**src/rtl/eth_pkg.sv**
```systemverilog
// Shared Ethernet TX constants and types: CRC-32 seeds, residue and the FCS-append FSM states.
// Purely declarative, so there is no latency and no backpressure.
package eth_pkg;

    localparam logic [31:0] CRC32_INIT    = 32'hFFFF_FFFF;
    localparam logic [31:0] CRC32_RESIDUE = 32'hDEBB_20E3;
    localparam logic [31:0] CRC32_POLY    = 32'hEDB8_8320;
    localparam int          ETH_MIN_FRAME = 60;

    typedef enum logic [1:0] {
        TX_DATA,
        TX_PAD,
        TX_FCS
    } tx_fcs_state_t;

endpackage

```
**src/rtl/eth_tx_fcs_append_if.sv**
```systemverilog
// Byte stream carrying data/valid/last forward and ready backward.
// The master holds data/valid/last stable while ready is low.
interface eth_tx_fcs_append_if;

    logic [7:0] data;
    logic       valid;
    logic       last;
    logic       ready;

    modport master (output data, output valid, output last, input ready);
    modport slave  (input data, input valid, input last, output ready);

endinterface

```
**src/rtl/crc32_8bit.sv**
```systemverilog
// Next-state CRC-32 (reflected 0xEDB88320) for one byte, LSB first.
// Combinational with zero latency; it has no handshake.
module crc32_8bit
    import eth_pkg::*;
(
    input  logic [31:0] i_crc,
    input  logic [7:0]  i_data,
    output logic [31:0] o_crc
);

    logic [31:0] w_crc;

    always_comb begin
        w_crc = i_crc;
        for (int b = 0; b < 8; b++) begin
            w_crc = (w_crc >> 1) ^ (((w_crc[0] ^ i_data[b]) == 1'b1) ? CRC32_POLY : 32'h0);
        end
        o_crc = w_crc;
    end

endmodule

```
**src/rtl/eth_tx_fcs_append.sv**
```systemverilog
// Pads short frames with zeros to MIN_FRAME, then appends the 4-byte FCS. The latency is 1 clk.
// in_ready follows out_ready combinationally and is low during PAD/FCS. The output holds while stalled.
module eth_tx_fcs_append
    import eth_pkg::*;
#(
    parameter int MIN_FRAME = ETH_MIN_FRAME,
    parameter int CNT_W     = 11
) (
    input  logic                   clk,
    input  logic                   reset_n,
    eth_tx_fcs_append_if.slave     in_if,
    eth_tx_fcs_append_if.master    out_if
);

    localparam logic [CNT_W:0] MIN_W = (CNT_W+1)'(MIN_FRAME);

    tx_fcs_state_t    r_state, w_state_nxt;
    logic [31:0]      r_crc, w_crc_nxt, w_crc_upd;
    logic [CNT_W-1:0] r_cnt, w_cnt_nxt, w_cnt_sat;
    logic [CNT_W:0]   w_cnt_inc;
    logic [1:0]       r_fcs_idx, w_fcs_idx_nxt;
    logic [7:0]       r_out_data, w_out_data_nxt;
    logic             r_out_valid, w_out_valid_nxt;
    logic             r_out_last, w_out_last_nxt;
    logic [7:0]       w_crc_in, w_fcs_byte;
    logic             w_adv, w_xfer;

    assign w_adv       = !r_out_valid || out_if.ready;
    assign in_if.ready = reset_n && w_adv && (r_state == TX_DATA);
    assign w_xfer      = in_if.valid && in_if.ready;

    // The counter stops at MIN_FRAME. Long frames therefore never wrap back into padding.
    assign w_cnt_inc  = {1'b0, r_cnt} + 1'b1;
    assign w_cnt_sat  = ({1'b0, r_cnt} >= MIN_W) ? r_cnt : w_cnt_inc[CNT_W-1:0];
    assign w_crc_in   = (r_state == TX_DATA) ? in_if.data : 8'h00;
    assign w_fcs_byte = ~r_crc[{r_fcs_idx, 3'b000} +: 8];

    crc32_8bit u_crc (
        .i_crc  (r_crc),
        .i_data (w_crc_in),
        .o_crc  (w_crc_upd)
    );

    always_ff @(posedge clk) begin
        if (!reset_n) begin
            r_state <= TX_DATA;
        end else begin
            r_state <= w_state_nxt;
        end
    end

    always_comb begin
        w_state_nxt = r_state;
        case (r_state)
            TX_DATA: begin
                if (w_xfer && in_if.last) begin
                    w_state_nxt = (w_cnt_inc < MIN_W) ? TX_PAD : TX_FCS;
                end
            end
            TX_PAD: begin
                if (w_adv && (w_cnt_inc >= MIN_W)) begin
                    w_state_nxt = TX_FCS;
                end
            end
            TX_FCS: begin
                if (w_adv && (r_fcs_idx == 2'd3)) begin
                    w_state_nxt = TX_DATA;
                end
            end
            default: w_state_nxt = TX_DATA;
        endcase
    end

    always_comb begin
        w_out_data_nxt  = r_out_data;
        w_out_valid_nxt = r_out_valid;
        w_out_last_nxt  = r_out_last;
        w_crc_nxt       = r_crc;
        w_cnt_nxt       = r_cnt;
        w_fcs_idx_nxt   = r_fcs_idx;
        case (r_state)
            TX_DATA: begin
                if (w_xfer) begin
                    w_out_data_nxt  = in_if.data;
                    w_out_valid_nxt = 1'b1;
                    w_out_last_nxt  = 1'b0;
                    w_crc_nxt       = w_crc_upd;
                    w_cnt_nxt       = w_cnt_sat;
                end else if (w_adv) begin
                    w_out_valid_nxt = 1'b0;
                    w_out_last_nxt  = 1'b0;
                end
            end
            TX_PAD: begin
                if (w_adv) begin
                    w_out_data_nxt  = 8'h00;
                    w_out_valid_nxt = 1'b1;
                    w_out_last_nxt  = 1'b0;
                    w_crc_nxt       = w_crc_upd;
                    w_cnt_nxt       = w_cnt_sat;
                end
            end
            TX_FCS: begin
                if (w_adv) begin
                    w_out_data_nxt  = w_fcs_byte;
                    w_out_valid_nxt = 1'b1;
                    w_out_last_nxt  = 1'b0;
                    w_fcs_idx_nxt   = r_fcs_idx + 2'd1;
                    // The last FCS byte re-arms the CRC and the counters, so the next frame can start one clk later.
                    if (r_fcs_idx == 2'd3) begin
                        w_out_last_nxt = 1'b1;
                        w_crc_nxt      = CRC32_INIT;
                        w_cnt_nxt      = '0;
                        w_fcs_idx_nxt  = 2'd0;
                    end
                end
            end
            default: begin
                w_out_valid_nxt = 1'b0;
                w_out_last_nxt  = 1'b0;
            end
        endcase
    end

    always_ff @(posedge clk) begin
        if (!reset_n) begin
            r_crc       <= CRC32_INIT;
            r_cnt       <= '0;
            r_fcs_idx   <= 2'd0;
            r_out_data  <= 8'h00;
            r_out_valid <= 1'b0;
            r_out_last  <= 1'b0;
        end else begin
            r_crc       <= w_crc_nxt;
            r_cnt       <= w_cnt_nxt;
            r_fcs_idx   <= w_fcs_idx_nxt;
            r_out_data  <= w_out_data_nxt;
            r_out_valid <= w_out_valid_nxt;
            r_out_last  <= w_out_last_nxt;
        end
    end

    assign out_if.data  = r_out_data;
    assign out_if.valid = r_out_valid;
    assign out_if.last  = r_out_last;

endmodule

```
**src/flat_wrapper.sv**
```systemverilog
// flat-port wrapper written by rule: the top's interface ports become plain ports
module eth_tx_fcs_append_flat import eth_pkg::*;
#(
    parameter int MIN_FRAME = ETH_MIN_FRAME,
    parameter int CNT_W     = 11
)
  (clk, reset_n, in_if_data, in_if_valid, in_if_last, in_if_ready, out_if_data, out_if_valid, out_if_last, out_if_ready);
  eth_tx_fcs_append_if in_if_i ();
  eth_tx_fcs_append_if out_if_i ();
  input  logic clk;
  input  logic reset_n;
  input wire logic [$bits(in_if_i.data)-1:0] in_if_data;
  input wire logic [$bits(in_if_i.valid)-1:0] in_if_valid;
  input wire logic [$bits(in_if_i.last)-1:0] in_if_last;
  output wire logic [$bits(in_if_i.ready)-1:0] in_if_ready;
  output wire logic [$bits(out_if_i.data)-1:0] out_if_data;
  output wire logic [$bits(out_if_i.valid)-1:0] out_if_valid;
  output wire logic [$bits(out_if_i.last)-1:0] out_if_last;
  input wire logic [$bits(out_if_i.ready)-1:0] out_if_ready;
  assign in_if_i.data = in_if_data;
  assign in_if_i.valid = in_if_valid;
  assign in_if_i.last = in_if_last;
  assign in_if_ready = in_if_i.ready;
  assign out_if_data = out_if_i.data;
  assign out_if_valid = out_if_i.valid;
  assign out_if_last = out_if_i.last;
  assign out_if_i.ready = out_if_ready;
  eth_tx_fcs_append #(.MIN_FRAME(MIN_FRAME), .CNT_W(CNT_W)) u_core (.clk(clk), .reset_n(reset_n), .in_if(in_if_i), .out_if(out_if_i));
endmodule
```
**config.mk**
```make
export PLATFORM = sky130hd
export DESIGN_NAME = eth_tx_fcs_append_flat
export DESIGN_NICKNAME = d
export VERILOG_FILES = /design/src/rtl/eth_pkg.sv /design/src/rtl/eth_tx_fcs_append_if.sv /design/src/rtl/crc32_8bit.sv /design/src/rtl/eth_tx_fcs_append.sv /design/src/flat_wrapper.sv
export SDC_FILE = /design/constraint.sdc
export NUM_CORES = 1
export LEC_CHECK = 0
export ABC_AREA = 1
export BUFFER_PORTS_ARGS = -buffer_cell sky130_fd_sc_hd__buf_2
export CORE_MARGIN = 2
export CORE_UTILIZATION = 35
export CTS_BUF_LIST = sky130_fd_sc_hd__clkbuf_8 sky130_fd_sc_hd__clkbuf_16
export DETAILED_ROUTE_END_ITERATION = 7
export MAX_ROUTING_LAYER = met4
export PLACE_DENSITY = 0.47
export SKIP_CTS_REPAIR_TIMING = 1
export SYNTH_ARGS = -nofsm -noshare
export SYNTH_HDL_FRONTEND = slang
export SYNTH_HIERARCHICAL = 1
export SYNTH_SLANG_ARGS = --single-unit
```
**constraint.sdc**
```tcl
create_clock -name clk -period 2.8 [get_ports clk]
set_clock_uncertainty 0.15 [all_clocks]
set_input_delay 0.42 -clock clk [delete_from_list [all_inputs] [get_ports clk]]
set_output_delay 0.42 -clock clk [all_outputs]
set_load 0.02 [all_outputs]
```
==> results.json, run 1 <==
{
  "status": "completed",
  "start_util_pct": 35.5,
  "synth_warnings": 6,
  "r2r_start": "u_core/r_state[0]",
  "route.met3.wl_microns": 429,
  "firstDrtPassIters": 4,
  "hold_depth": 3,
  "grtUsageTotal_pct": 21.0,
  "worst_pin_slew_ps": 563,
  "hold_viol_final": 0,
  "wl_microns": 12200,
  "cp_common_cell": "nand2_1",
  "synth.distinct_cells": 39,
  "period_share_pct": 89.6,
  "h-tree-depth": 3,
  "hold_path_class": "input port to flip-flop",
  "layout_setup_ws_ps": 291,
  "path_buf_inv": 4,
  "r2r_cells": 15,
  "gp_congestion": 0.887,
  "yosys-top-cells-count": "nand2_1, inv_1, dfxtp_1",
  "cts.path.max_buffers": 2,
  "clk_pin_slew_worst_paths_ps": 60,
  "grt_pass1_wl_microns": 20400,
  "via_per_inst": 4.96,
  "pwr-share-clk_pct": 30.6,
  "dp_slack_ps": 153,
  "top_layer_used": "met4",
  "drv_cap": 0,
  "synthFlopType": "dfxtp_1",
  "ys_ff_latch": 57,
  "crit_slowest_cell": "ha_2",
  "fin_nets": 675,
  "wl_per_cell_microns": 15.1,
  "syn_avg_cell_area_sq_um": 6.63,
  "critPathRequiredTime_ps": 2880,
  "drive_gt1_share_pct": 16.4,
  "fmax_mhz": 399,
  "setup_tns_ps": 0,
  "ff2ff_setup_slack_ps": 290,
  "grt_max_degree": 44,
  "dieArea_sq_um": 12900,
  "seqCellArea_sq_um": 1140,
  "route.met2.wl_microns": 5420,
  "critPathMaxStageDelay_ps": 340,
  "rows": 40,
  "r2r-end": "u_core/r_crc[17]",
  "synth_nets": 656,
  "period_minus_slack_ps": 2510,
  "cts.sinks": 57,
  "via_count": 4006,
  "yosysMostFrequentCell": "nand2_1",
  "drv_slew": 0,
  "syn_area_sq_um": 4220,
  "io_buffers": 23,
  "dp_hpwl_microns": 8820,
  "cp-end-kind": "flip-flop",
  "p_sw_share_pct": 41.2,
  "crit_family": "simple AND/OR/NAND/NOR gates",
  "syn_inst": 636,
  "num_antenna_cells": 0,
  "critPathMaxFanout": 13,
  "path_cells": "inv_1 -> ha_2 -> nand2_1 -> inv_1 -> inv_1 -> nand2_1 -> nand2_1 -> nand2_1 -> nand2_4 -> nand2_2 -> nand2_2 -> xor2_1 -> inv_1 -> o21ai_0 -> nand2_1",
  "yosysTopAreaCell": "dfxtp_1",
  "syn_to_final_growth_pct": 15.0,
  "comb_power_share_pct": 44.5,
  "synthTopCellsByArea": "dfxtp_1, nand2_1, xor2_1",
  "nFillCells": 1272,
  "clkLatencyLatePin_ps": 340,
  "ios": 24,
  "p_leak_nw": 2.33,
  "arrival_ps": 2590,
  "die_height_microns": 114,
  "antenna_found_initial": 0,
  "setup_violations": 0,
  "power_switching_mw": 1.92,
  "power_density_nw_per_um2": 959,
  "start_kind": "flip-flop",
  "gr-total-overflow": 0,
  "drc": 0,
  "multi_input_area_sq_um": 2680,
  "core_area_sq_um": 11900,
  "met1Wirelength_microns": 6150,
  "async_flop_share_pct": 0,
  "pwr-share-seq_pct": 25.0,
  "synth_top_area_share_pct": 27.1,
  "ys_seq_area_share_pct": 27.1,
  "clock-root-buffer": "clkbuf_16",
  "cts_tree": "yes",
  "cts_buffers": 9,
  "power.internal_mw": 2.74,
  "synth_edf_count": 0,
  "dieWidth_microns": 114,
  "worstHoldStart": "reset_n",
  "drtIter0Drc": 254,
  "grt_pass1_vias": 3876,
  "relSlewSlack_pct": 62.3,
  "worst-setup-path-type": "flip-flop to flip-flop",
  "ant_nets": 0,
  "ir_drop_mv": 0.303,
  "min_to": "u_core/out_if.data[2]",
  "rsz0062_at_grt": "false"
}
cell families after synthesis:
| kind of cell | count (synthesis) | share of synthesized area [%] |
|---|---|---|
| AOI/OAI and AO/OA | 120 | 16.1 |
| xor gates and xnor gates | 46 | 10.7 |
| adders and majority gates | 7 | 2.08 |
| buffers and inverters | 100 | 9.47 |
| DFF | 57 | 27.1 |
| and+or+nand+nor | 306 | 34.6 |
registers in the layout, indices dropped and copies added (netlist names):
name / count
u_core/r_crc: 32
u_core/out_if.valid: 1
u_core/out_if.data: 8
u_core/out_if.last: 1
u_core/r_fcs_idx: 2
u_core/r_cnt: 11
u_core/r_state: 2
power by group through the flow:
| stage | logic, mW | clock network (mW) | registers, mW |
|---|---|---|---|
| 2_1_floorplan | 1.61 | 0 | 1.15 |
| 3_3_place_gp | 2.04 | 0 | 1.18 |
| 3_5_place_dp | 2.05 | 0 | 1.18 |
| 4_1_cts | 2.06 | 1.46 | 1.16 |
| 5_1_grt | 2.32 | 1.49 | 1.19 |
| 6_report | 2.07 | 1.42 | 1.16 |
worst register-to-register path: stages (launching register included):
cell and delay, ps:
dfxtp_1 330, inv_1 100, ha_2 340, nand2_1 160
inv_1 140, inv_1 70, nand2_1 60, nand2_1 140
nand2_1 180, nand2_4 90, nand2_2 100, nand2_2 80
xor2_1 180, inv_1 60, o21ai_0 150, nand2_1 70
how the worst max path moves through the flow:
stage                       from          endpoint  cells after the start
3_5_place_dp   u_core/r_state[0]  u_core/r_crc[17]                     15
2_1_floorplan  u_core/r_state[0]  u_core/r_crc[25]                     16
3_3_place_gp   u_core/r_state[0]  u_core/r_crc[17]                     15
5_1_grt        u_core/r_state[0]  u_core/r_crc[20]                     17
4_1_cts        u_core/r_state[0]  u_core/r_crc[17]                     15
6_report       u_core/r_state[0]  u_core/r_crc[17]                     15
layout by cell type (no fill, tap or decap), types with 2 or more instances in the layout:
cell type / Yosys / layout
nand2_1: 189 / 189
inv_1: 71 / 71
dfxtp_1: 57 / 57
a21oi_1: 47 / 47
o21ai_0: 45 / 45
nor2_1: 33 / 33
xor2_1: 31 / 31
nand3_1: 27 / 27
buf_2: 6 / 23
nand2_2: 15 / 15
nand2_4: 15 / 15
xnor2_1: 10 / 10
clkbuf_16: 0 / 9
a32oi_1: 8 / 8
o22ai_1: 8 / 8
buf_4: 0 / 7
nor3_1: 6 / 6
nand3_2: 6 / 6
a211oi_1: 6 / 6
ha_1: 7 / 6
bufinv_16: 0 / 4
nand4_1: 4 / 4
o21ai_2: 4 / 4
nor2_2: 4 / 4
inv_4: 3 / 3
clkbuf_8: 0 / 2
clkinv_2: 1 / 2
clkinv_1: 2 / 2
nor2_4: 2 / 2
xor2_2: 2 / 2
xnor2_2: 2 / 2
metrics by stage:
stage	util [%]	hold slack [ps]	cells	cell area, sq um	power (mW)
after global placement	37.7	334	791	4470	3.22
after global routing	40.9	312	807	4850	5.00
after floorplan	-	314	636	4220	2.75
final	40.9	291	807	4850	4.65
after detailed placement	37.7	346	791	4470	3.23
after CTS	40.9	287	807	4850	4.69
per-layer routing:
metal | GRT usage [%] | vias to the layer above
met5 | - | -
met4 | 8.21 | 0
met3 | 2.92 | 13
met2 | 32.0 | 71
met1 | 28.2 | 1861
li1 | - | 2061
cell type report:
type | instances | area share [%]
clock buffers | 11 | 5.21
flip-flops and latches | 57 | 23.5
repair buffers | 30 | 3.46
clock inverters | 5 | 2.58
well taps | 147 | 3.79
inverters | 78 | 6.22
multi-input cells | 479 | 55.2
No activity file was read; power rests on OpenSTA's default activity.
==> inputs of run 2 (changes only) <==
- clock period: 2.8 -> 3.3 ns (I/O delays scaled with it)
==> results.json, run 2 (synthesis results as in run 1) <==
{
  "status": "completed",
  "h-tree-depth": 3,
  "dieWidth_microns": 114,
  "arrival_ps": 2770,
  "fin_util_pct": 40.3,
  "drc": 0,
  "nFillCells": 1291,
  "firstDrtPassIters": 5,
  "rows": 40,
  "grt_max_degree": 44,
  "drive_gt1_share_pct": 15.9,
  "fin_nets": 675,
  "wl_microns": 12100,
  "clk_pin_slew_worst_paths_ps": 50,
  "grtUsageTotal_pct": 20.5,
  "drv_cap": 0,
  "wl_per_cell_microns": 15.0,
  "gr-total-overflow": 0,
  "hold_depth": 2,
  "clock-root-buffer": "clkbuf_16",
  "setup_violations": 0,
  "period_minus_slack_ps": 2700,
  "cts_buffers": 9,
  "route.met3.wl_microns": 629,
  "core_area_sq_um": 11900,
  "top_layer_used": "met4",
  "crit_slowest_cell": "ha_1",
  "power_switching_mw": 1.61,
  "io_buffers": 23,
  "grt_pass1_vias": 3792,
  "worst_pin_slew_ps": 541,
  "relSlewSlack_pct": 63.7,
  "cts_tree": "yes",
  "via_per_inst": 5.03,
  "top_register": "u_core/r_crc",
  "dieArea_sq_um": 12900,
  "power_density_nw_per_um2": 779,
  "gp_congestion": 0.884,
  "cp_common_cell": "nand2_1",
  "cts.sinks": 57,
  "comb_power_share_pct": 47.2,
  "grt_pass1_wl_microns": 19900,
  "critPathMaxFanout": 13,
  "start_kind": "flip-flop",
  "setup_tns_ps": 0,
  "cts.path.max_buffers": 2,
  "layout_commonest_cell": "nand2_1",
  "ir_drop_mv": 0.287,
  "cp-end-kind": "flip-flop",
  "fmax_mhz": 370,
  "hold_path_class": "flip-flop to flip-flop",
  "critPathMaxStageDelay_ps": 470,
  "drv_slew": 0,
  "worst-setup-path-type": "flip-flop to flip-flop",
  "route.met2.wl_microns": 5250,
  "hold_viol_final": 0,
  "r2r_cells": 17,
  "largest_register_ffs": 32,
  "ant_nets": 0,
  "drtIter0Drc": 312,
  "period_share_pct": 81.9,
  "via_count": 4059,
  "start_util_pct": 35.5,
  "path_cells": "inv_1 -> ha_1 -> nand2_1 -> inv_1 -> inv_1 -> nand2_1 -> nand2_1 -> nand2_1 -> nand2_4 -> nand2_2 -> nand2_2 -> nand2_1 -> nand2_1 -> nand2_1 -> nand2_1 -> o21ai_0 -> nand2_1",
  "pwr-share-clk_pct": 26.3,
  "dp_slack_ps": 645,
  "holdWs_ps": 351,
  "pwr-share-seq_pct": 26.5,
  "ios": 24,
  "syn_to_final_growth_pct": 13.4,
  "p_leak_nw": 2.31,
  "antenna_found_initial": 0,
  "power.internal_mw": 2.11,
  "layout_common_cells": "nand2_1, inv_1, dfxtp_1",
  "dp_hpwl_microns": 8860,
  "critPathRequiredTime_ps": 3370,
  "rsz0062_at_grt": "false",
  "p_sw_share_pct": 43.4,
  "num_antenna_cells": 0,
  "die_height_microns": 114,
  "clkLatencyLatePin_ps": 330,
  "layout_setup_ws_ps": 597,
  "met1Wirelength_microns": 6050
}
## run 2: cell count changes in the layout (fill, tap and decap cells not counted), sizes merged
| cell | change |
|---|---|
| bufinv | -3 |
| inv | +2 |
| clkbuf | +1 |
## run 2: final timing paths
check	start	end	slack, ps
worst min register to register	u_core/r_cnt[10]	u_core/r_cnt[10]	350
worst max register to register	u_core/r_state[0]	u_core/r_crc[20]	600
worst min-delay path	u_core/r_cnt[10]	u_core/r_cnt[10]	350
worst max-delay path	u_core/r_state[0]	u_core/r_crc[20]	600
## run 2: per-layer routing
layer	global-route usage (%)	up-vias
met4	6.99	0
met2	31.1	104
met3	3.45	17
met5	-	-
met1	27.9	1870
li1	-	2068
## run 2: stage by stage
stage	std cells	instance area (sq um)	total power, mW
2_1_floorplan	636	4220	2.34
3_3_place_gp	791	4470	2.73
4_1_cts	807	4780	3.74
3_5_place_dp	791	4470	2.74
5_1_grt	807	4780	4.03
6_report	807	4780	3.72
## run 2: power groups by stage
stage,clock [mW],combinational (mW),sequential [mW]
final,0.979,1.75,0.987
after global placement,0,1.73,1.00
after floorplan,0,1.36,0.974
after detailed placement,0,1.74,1.00
after CTS,1.01,1.75,0.988
after global routing,1.04,1.98,1.01
## run 2: area by class of cell
type	instances	area [sq um]	area share, %
flip-flops and latches	57	1140	23.9
repair buffers	30	168	3.51
well taps	147	184	3.85
inverters	78	302	6.31
clock buffers	12	267	5.58
multi-input cells	479	2680	56.0
clock inverters	4	42.5	0.890
## run 2: critical path, delay by kind of cell, from the launching register on
family | cells | cell delay, ps
flops | 1 | 330
compound gates | 1 | 190
fa+ha+maj | 1 | 470
buf+inv | 3 | 320
simple gates | 12 | 1110
==> inputs of run 3 (changes only) <==
- clock period: 3.3 -> 2.53 ns (I/O delays scaled with it)
==> results.json, run 3 (synthesis results as in run 1) <==
{
  "status": "completed",
  "worst-setup-path-type": "flip-flop to flip-flop",
  "num_antenna_cells": 0,
  "h-tree-depth": 3,
  "setup_violations": 0,
  "gr-total-overflow": 0,
  "hold_viol_final": 0,
  "firstDrtPassIters": 5,
  "arrival_ps": 2420,
  "ios": 24,
  "io_buffers": 23,
  "top_register": "u_core/r_crc",
  "grt_pass1_vias": 3612,
  "nFillCells": 1280,
  "rows": 40,
  "wl_microns": 12200,
  "drtIter0Drc": 269,
  "core_area_sq_um": 11900,
  "multi_input_area_sq_um": 2690,
  "die_height_microns": 114,
  "grt_max_degree": 44,
  "cts_tree": "yes",
  "hold_path_class": "input port to flip-flop",
  "layout_common_cells": "nand2_1, inv_1, dfxtp_1",
  "clk_pin_slew_worst_paths_ps": 50,
  "drc": 0,
  "cp-end-kind": "flip-flop",
  "gp_congestion": 0.866,
  "finalPower_mw": 4.73,
  "grt_pass1_wl_microns": 19600,
  "critPathRequiredTime_ps": 2610,
  "dieWidth_microns": 114,
  "period_share_pct": 92.4,
  "fmax_mhz": 428,
  "critPathMaxFanout": 13,
  "cts.path.max_buffers": 2,
  "worst_pin_slew_ps": 544,
  "fin_cells": 808,
  "clock-root-buffer": "clkbuf_16",
  "start_util_pct": 35.5,
  "clkLatencyLatePin_ps": 340,
  "drv_cap": 0,
  "power_density_nw_per_um2": 990,
  "placed_cells": 794,
  "cts.sinks": 57,
  "relSlewSlack_pct": 63.5,
  "rsz0062_at_grt": "false",
  "drv_slew": 0,
  "dieArea_sq_um": 12900,
  "via_per_inst": 4.94,
  "antenna_found_initial": 0,
  "via_count": 3991,
  "grtUsageTotal_pct": 20.3,
  "seqCellArea_sq_um": 1140,
  "ir_drop_mv": 0.313,
  "dp_hpwl_microns": 8990,
  "wl_per_cell_microns": 15.1,
  "fin_nets": 678,
  "p_leak_nw": 2.31,
  "period_minus_slack_ps": 2340,
  "largest_register_ffs": 32,
  "start_kind": "flip-flop",
  "layout_commonest_cell": "nand2_1",
  "ff2ff_setup_slack_ps": 190,
  "ant_nets": 0,
  "syn_to_final_growth_pct": 13.4,
  "drive_gt1_share_pct": 16.0,
  "cts_buffers": 9
}
## run 3: cell types whose count changed in the layout (fill, tap and decap cells not counted)
cell / before / now
buf_12: 0 / 1
clkinv_2: 2 / 1
bufinv_16: 1 / 0
buf_4: 7 / 9
inv_1: 73 / 74
ha_4: 0 / 1
clkbuf_8: 3 / 2
ha_1: 7 / 6
## run 3: worst paths after layout
kind                     start               endpoint  cells after the start
min                    reset_n  u_core/out_if.data[0]                      3
max reg2reg  u_core/r_state[0]       u_core/r_crc[23]                     17
max          u_core/r_state[0]       u_core/r_crc[23]                     17
min reg2reg   u_core/r_cnt[10]       u_core/r_cnt[10]                      2
## run 3: metal layers
| layer | GRT usage [%] | wire length, microns | vias to the layer above |
|---|---|---|---|
| met4 | 6.10 | 146 | 0 |
| met1 | 28.8 | 6380 | 1826 |
| met5 | - | 0 | - |
| li1 | - | - | 2086 |
| met2 | 29.3 | 5210 | 65 |
| met3 | 3.45 | 430 | 14 |
## run 3: where the power goes
group	internal [mW]	leakage, nW	switching (mW)
Sequential	1.08	0.470	0.212
Clock	0.692	0.141	0.421
Combinational	0.861	1.70	1.46
## run 3: layout make-up
cell class	count	area share, %
inverter	78	6.31
clock inverter	3	0.236
sequential	57	23.9
tap	147	3.85
timing repair buffer	33	4.24
multi-input combinational	479	56.2
clock buffer	11	5.29
## run 3: critical path, cell delays in order, from the launching register on
cell and delay, ps:
dfxtp_1 320, inv_1 140, ha_4 230, nand2_1 120
inv_1 110, inv_1 70, nand2_1 60, nand2_1 110
nand2_1 170, nand2_4 90, nand2_2 110, nand2_2 80
nand2_1 80, nand2_1 60, nand2_1 50, nand2_1 40
o21ai_0 160, nand2_1 70
## run 3: metrics by stage
stage               TNS (ps)  worst slack, ps  util [%]  hold WS (ps)  area (sq um)
finish                     0              193      40.3           258          4780
global route               0             2.19      40.3           272          4780
CTS                    -88.5            -41.7      40.2           258          4770
detailed placement     -63.2            -27.8      38.0           342          4500
global placement       -1.61            -1.61      38.0           337          4500
floorplan                  0              422         -           314          4220
